`src/rtl/multicycle_pkg.sv`:
```
// multicycle_pkg: state, opcode and datapath select encodings
// shared by the RV32I multi-cycle controller.
package multicycle_pkg;

  typedef enum logic [2:0] {
    S_FETCH,
    S_DECODE,
    S_EXEC,
    S_MEM,
    S_WB
  } state_t;

  localparam logic [6:0] OP_R      = 7'b0110011;
  localparam logic [6:0] OP_I      = 7'b0010011;
  localparam logic [6:0] OP_LOAD   = 7'b0000011;
  localparam logic [6:0] OP_STORE  = 7'b0100011;
  localparam logic [6:0] OP_BRANCH = 7'b1100011;
  localparam logic [6:0] OP_JAL    = 7'b1101111;
  localparam logic [6:0] OP_JALR   = 7'b1100111;
  localparam logic [6:0] OP_LUI    = 7'b0110111;
  localparam logic [6:0] OP_AUIPC  = 7'b0010111;

  localparam logic [1:0] ALU_ADD = 2'b00;
  localparam logic [1:0] ALU_BR  = 2'b01;
  localparam logic [1:0] ALU_R   = 2'b10;
  localparam logic [1:0] ALU_I   = 2'b11;

  localparam logic [1:0] PC_SEQ = 2'b00;
  localparam logic [1:0] PC_ALU = 2'b01;

  localparam logic [1:0] SRCA_PC   = 2'b00;
  localparam logic [1:0] SRCA_RS1  = 2'b01;
  localparam logic [1:0] SRCA_ZERO = 2'b10;

  localparam logic [1:0] SRCB_RS2  = 2'b00;
  localparam logic [1:0] SRCB_IMM  = 2'b01;
  localparam logic [1:0] SRCB_FOUR = 2'b10;

  localparam logic [1:0] WB_ALU = 2'b00;
  localparam logic [1:0] WB_MEM = 2'b01;
  localparam logic [1:0] WB_PC  = 2'b10;

  function automatic logic op_legal(input logic [6:0] op);
    case (op)
      OP_R, OP_I, OP_LOAD, OP_STORE, OP_BRANCH,
      OP_JAL, OP_JALR, OP_LUI, OP_AUIPC: return 1'b1;
      default: return 1'b0;
    endcase
  endfunction

endpackage

```
`src/rtl/multicycle_perf.sv`:
```
// multicycle_perf: free-running cycle and retired-instruction
// counters, wrapping modulo 2^CNT_W.
module multicycle_perf #(
  parameter int CNT_W = 32
) (
  input  logic             clk,
  input  logic             rst,
  input  logic             i_retire,
  output logic [CNT_W-1:0] o_cycle_cnt,
  output logic [CNT_W-1:0] o_instret_cnt
);

  logic [CNT_W-1:0] r_cycle;
  logic [CNT_W-1:0] r_instret;

  always_ff @(posedge clk or posedge rst) begin
    if (rst) begin
      r_cycle   <= '0;
      r_instret <= '0;
    end else begin
      r_cycle <= r_cycle + 1'b1;
      if (i_retire)
        r_instret <= r_instret + 1'b1;
    end
  end

  assign o_cycle_cnt   = r_cycle;
  assign o_instret_cnt = r_instret;

endmodule

```
`src/rtl/multicycle_control.sv`:
```
// multicycle_control: FETCH/DECODE/EXEC/MEM/WB sequencer for the
// multi-cycle RV32I datapath. MULTICYCLE_PERF_EN adds perf counters.
module multicycle_control
  import multicycle_pkg::*;
#(
  parameter int CNT_W = 32
) (
  input  logic             clk,
  input  logic             rst,
  input  logic [6:0]       opcode,
  input  logic             branch_taken,
  input  logic             mem_ready,
  output logic             mem_req,
  output logic             mem_we,
  output logic             iord,
  output logic             ir_write,
  output logic             pc_write,
  output logic [1:0]       pc_src,
  output logic [1:0]       alu_src_a,
  output logic [1:0]       alu_src_b,
  output logic [1:0]       alu_op,
  output logic             reg_write,
  output logic [1:0]       wb_sel,
  output logic             illegal,
  output logic [CNT_W-1:0] cycle_cnt,
  output logic [CNT_W-1:0] instret_cnt
);

  state_t r_state;
  state_t w_next;

  always_ff @(posedge clk or posedge rst) begin
    if (rst) r_state <= S_FETCH;
    else     r_state <= w_next;
  end

  // Gated by rst so nothing, not even the FETCH request, leaks during reset
  always_comb begin
    w_next    = r_state;
    mem_req   = 1'b0;
    mem_we    = 1'b0;
    iord      = 1'b0;
    ir_write  = 1'b0;
    pc_write  = 1'b0;
    pc_src    = PC_SEQ;
    alu_src_a = SRCA_PC;
    alu_src_b = SRCB_RS2;
    alu_op    = ALU_ADD;
    reg_write = 1'b0;
    wb_sel    = WB_ALU;
    illegal   = 1'b0;
    if (!rst) begin
      unique case (r_state)
        S_FETCH: begin
          mem_req = 1'b1;
          if (mem_ready) begin
            ir_write = 1'b1;
            pc_write = 1'b1;
            pc_src   = PC_SEQ;
            w_next   = S_DECODE;
          end
        end
        S_DECODE: begin
          alu_src_a = SRCA_PC;
          alu_src_b = SRCB_IMM;
          alu_op    = ALU_ADD;
          if (op_legal(opcode)) begin
            w_next = S_EXEC;
          end else begin
            illegal = 1'b1;
            w_next  = S_FETCH;
          end
        end
        S_EXEC: begin
          w_next = S_WB;
          case (opcode)
            OP_R: begin
              alu_src_a = SRCA_RS1;
              alu_src_b = SRCB_RS2;
              alu_op    = ALU_R;
            end
            OP_I: begin
              alu_src_a = SRCA_RS1;
              alu_src_b = SRCB_IMM;
              alu_op    = ALU_I;
            end
            OP_LOAD, OP_STORE: begin
              alu_src_a = SRCA_RS1;
              alu_src_b = SRCB_IMM;
              w_next    = S_MEM;
            end
            OP_BRANCH: begin
              alu_src_a = SRCA_RS1;
              alu_src_b = SRCB_RS2;
              alu_op    = ALU_BR;
              pc_write  = branch_taken;
              pc_src    = PC_ALU;
              w_next    = S_FETCH;
            end
            OP_JAL: begin
              alu_src_b = SRCB_IMM;
              reg_write = 1'b1;
              wb_sel    = WB_PC;
            end
            OP_JALR: begin
              alu_src_a = SRCA_RS1;
              alu_src_b = SRCB_IMM;
              reg_write = 1'b1;
              wb_sel    = WB_PC;
            end
            OP_LUI: begin
              alu_src_a = SRCA_ZERO;
              alu_src_b = SRCB_IMM;
            end
            OP_AUIPC: begin
              alu_src_b = SRCB_IMM;
            end
            default: w_next = S_FETCH;
          endcase
        end
        S_MEM: begin
          mem_req = 1'b1;
          iord    = 1'b1;
          mem_we  = (opcode == OP_STORE);
          if (mem_ready)
            w_next = (opcode == OP_LOAD) ? S_WB : S_FETCH;
        end
        S_WB: begin
          w_next = S_FETCH;
          if (opcode == OP_JAL || opcode == OP_JALR) begin
            pc_write = 1'b1;
            pc_src   = PC_ALU;
          end else begin
            reg_write = 1'b1;
            wb_sel    = (opcode == OP_LOAD) ? WB_MEM : WB_ALU;
          end
        end
        default: w_next = S_FETCH;
      endcase
    end
  end

`ifdef MULTICYCLE_PERF_EN
  logic w_retire;

  assign w_retire = (r_state == S_WB)
                 || (r_state == S_EXEC && opcode == OP_BRANCH)
                 || (r_state == S_MEM && mem_ready
                     && opcode == OP_STORE);

  multicycle_perf #(.CNT_W(CNT_W)) u_perf (
    .clk           (clk),
    .rst           (rst),
    .i_retire      (w_retire),
    .o_cycle_cnt   (cycle_cnt),
    .o_instret_cnt (instret_cnt)
  );
`else
  assign cycle_cnt   = '0;
  assign instret_cnt = '0;
`endif

endmodule

```
`config.mk`:
```
export PLATFORM = sky130hd
export DESIGN_NAME = multicycle_control
export DESIGN_NICKNAME = d
export VERILOG_FILES = /design/src/rtl/multicycle_pkg.sv /design/src/rtl/multicycle_perf.sv /design/src/rtl/multicycle_control.sv
export SDC_FILE = /design/constraint.sdc
export NUM_CORES = 1
export LEC_CHECK = 0
export ABC_AREA = 1
export ABC_CLOCK_PERIOD_IN_PS = 1420
export BUFFER_PORTS_ARGS = -buffer_cell sky130_fd_sc_hd__buf_2
export CORE_ASPECT_RATIO = 1.4
export CORE_MARGIN = 3
export CORE_UTILIZATION = 38
export CTS_CLUSTER_DIAMETER = 30
export CTS_CLUSTER_SIZE = 40
export DETAILED_ROUTE_END_ITERATION = 16
export HOLD_SLACK_MARGIN = 0.08
export PLACE_DENSITY_LB_ADDON = 0.08
export SYNTH_ARGS = -nofsm -noshare
export SYNTH_HDL_FRONTEND = slang
export SYNTH_SLANG_ARGS = --single-unit
```
`constraint.sdc`:
```
create_clock -name clk -period 1.42 [get_ports clk]
set_clock_uncertainty 0.2 [all_clocks]
set_input_delay 0.071 -clock clk [delete_from_list [all_inputs] [get_ports clk]]
set_output_delay 0.071 -clock clk [all_outputs]
set_load 0.01 [all_outputs]
```
==> impl_metrics.env <==
export IMPL_via_per_inst=3.79
export IMPL_io_pins=92
export IMPL_power_density_nw_per_um2=717
export IMPL_maxCapViolCount=0
export IMPL_portBuffers=25
export IMPL_regMostFlops="r_state"
export IMPL_wl_um=2200
export IMPL_clkTransAtPathRegs_ns=0.03
export IMPL_drt_wirelength_per_cell_um=8.91
export IMPL_fin_crit_sh_pct=113
export IMPL_root_buffer="clkbuf_4"
export IMPL_placementRows=21
export IMPL_netlist_area_sq_um=1020
export IMPL_clockBufferDepth=2
export IMPL_seq_area_frac_synth_pct=7.36
export IMPL_tns_ns=-2.47
export IMPL_syn2layout_area_growth_pct=16.1
export IMPL_grt_overflow_total=0
export IMPL_p_leak_nw=0.727
export IMPL_ys_types=21
export IMPL_crit_path_end_kind="output port"
export IMPL_post_route_util_pct=47.9
export IMPL_cp_arrival_ns=1.34
export IMPL_die_area_sq_um=3350
export IMPL_fp_dieW_um=49.8
export IMPL_grt_usage_pct=12.0
export IMPL_grt_pass1_vias=798
export IMPL_clock_sinks=3
export IMPL_numCtsBuffers=3
export IMPL_fin_ws_ns=-0.190
export IMPL_dp_hpwl_um=1830
export IMPL_ir_worst_vdd_mv=0.604
export IMPL_routabilityCongestion=0.903
export IMPL_nets=225
export IMPL_crit_type="flop to output port"
export IMPL_setup_viol=18
export IMPL_insertion_delay_ns=0.23
export IMPL_failed_checks="setup timing"
export IMPL_postRouteAntennaNets=0
export IMPL_path_max_fanout=6
export IMPL_postSynthAreaPerCell_sq_um=5.93
export IMPL_yosys_warnings=0
export IMPL_drive_gt1_share_pct=37.1
export IMPL_required_ns=1.15
export IMPL_coreArea_sq_um=2470
export IMPL_drt_pass1_iter_count=3
export IMPL_startpoint_type="flop"
export IMPL_grt_pass1_wl_um=3160
export IMPL_hold_path_class="input port to flop"
export IMPL_final_hold_viol_count=0
export IMPL_start_util_pct=41.3
export IMPL_grt_antenna_before_repair=0
export IMPL_htree_levels=1
export IMPL_synthCells=172
export IMPL_drv_slew=0
export IMPL_drtIter0Drc=3
export IMPL_grt_max_degree=10
export IMPL_vias=937
export IMPL_n_antenna_cell=0
export IMPL_status="finished, violations left"
export IMPL_top_regs="r_state x3"
export IMPL_fin_hold_ws_ns=0.154
export IMPL_rsz0062_at_grt="yes"
export IMPL_layout_min_cycle_time_ns=1.61
export IMPL_timing_fmax_ghz=0.621
export IMPL_ys_ff_latch=3
export IMPL_largest_reg_flops=3
export IMPL_cts_tree="built"
export IMPL_die_height_um=67.3
export IMPL_drc=0
==> per-stage QoR <==
| step | cell area [sq um] | instances | setup WS [ns] | power [W] |
|---|---|---|---|---|
| after detailed placement | 968 | 234 | -0.0339 | 0.000516 |
| after global placement | 968 | 234 | -0.0174 | 0.000516 |
| after CTS | 1090 | 243 | -0.237 | 0.000778 |
| after floorplan | 1260 | 237 | 0.0427 | 0.000520 |
| final | 1180 | 247 | -0.190 | 0.000849 |
| after global routing | 1180 | 247 | -0.300 | 0.000929 |
==> area by class of cell <==
| cell class | instances | area [sq um] |
|---|---|---|
| clock buffers | 4 | 26.3 |
| fillers | 278 | 1290 |
| inverters | 20 | 75.1 |
| multi-input cells | 147 | 719 |
| flip-flops and latches | 3 | 77.6 |
| well taps | 34 | 42.5 |
| repair buffers | 39 | 243 |
==> timing repair <==
item,4_1_cts,5_1_grt
hold buffers,2,0
endpoints found under the hold margin,5,0
endpoints found under the setup margin,15,18
gates resized for setup,16,19
pin swaps,10,9
setup buffers,3,4
==> cell usage in the layout, fill, tap and decap left out, drive strengths merged <==
cell type	n
clkbuf	4
nand2	31
o21bai	1
inv	20
nand4	1
nor3	4
nand3	11
or2	1
dlygate4sd3	2
nor2	23
a22oi	1
o21ai	2
conb	66
dfrtp	3
buf	37
a31oi	2
a21oi	4
==> cell usage after synthesis, drive strengths merged <==
cell | number | area (sq um)
nand2 | 31 | 121
clkinv | 1 | 3.75
or2 | 1 | 6.26
inv | 19 | 71.3
o21ai | 2 | 10.0
dfrtp | 3 | 75.1
nand3 | 11 | 60.1
nor2 | 23 | 93.8
nor3 | 4 | 20.0
nand4 | 1 | 6.26
a21oi | 4 | 20.0
a22oi | 1 | 7.51
o21bai | 1 | 7.51
a31oi | 2 | 12.5
buf | 67 | 500
conb | 1 | 3.75
==> worst max-delay path, stage by stage (launching register included) <==
cell	delay (ns)
dfrtp_2	0.46
nor2_4	0.17
nand2_2	0.13
o21bai_1	0.18
inv_1	0.05
buf_2	0.12
==> worst paths after layout <==
path,start,to,slack [ns],cells past startpoint
worst max register to register,r_state[1]$_DFFE_PP0P_,r_state[1]$_DFFE_PP0P_,-0.15,9
worst min register to register,r_state[1]$_DFFE_PP0P_,r_state[1]$_DFFE_PP0P_,0.47,3
min in group asynchronous,rst,r_state[2]$_DFFE_PP0P_,0.26,3
max in group asynchronous,rst,r_state[1]$_DFFE_PP0P_,0.60,3
worst max-delay path,r_state[2]$_DFFE_PP0P_,alu_op[0],-0.19,5
worst min-delay path,opcode[3],r_state[2]$_DFFE_PP0P_,0.15,8
==> power breakdown <==
| group | total [W] | internal, W | switching (W) | leakage [nW] |
|---|---|---|---|---|
| Combinational | 0.000587 | 0.000232 | 0.000355 | 0.676 |
| Clock | 0.000144 | 0.000105 | 0.0000393 | 0.0150 |
| Sequential | 0.000118 | 0.000104 | 0.0000142 | 0.0358 |
| Total | 0.000849 | 0.000441 | 0.000408 | 0.727 |
==> per-layer routing <==
metal	vias up	wire length [um]	track usage, %
li1	477	-	-
met1	414	737	11.3
met2	44	1260	24.3
met3	2	189	3.31
met4	0	14	4.15
met5	-	0	0
==> kinds of logic (layout without fill, tap and decap cells) <==
group | after synthesis | after routing | share of synthesized area, %
AOI/OAI and AO/OA | 10 | 10 | 5.64
buffers and inverters | 87 | 63 | 56.4
and+or+nand+nor | 71 | 71 | 30.2
other | 1 | 66 | 0.368
DFF | 3 | 3 | 7.36
Power figures use the tool's default switching activity.
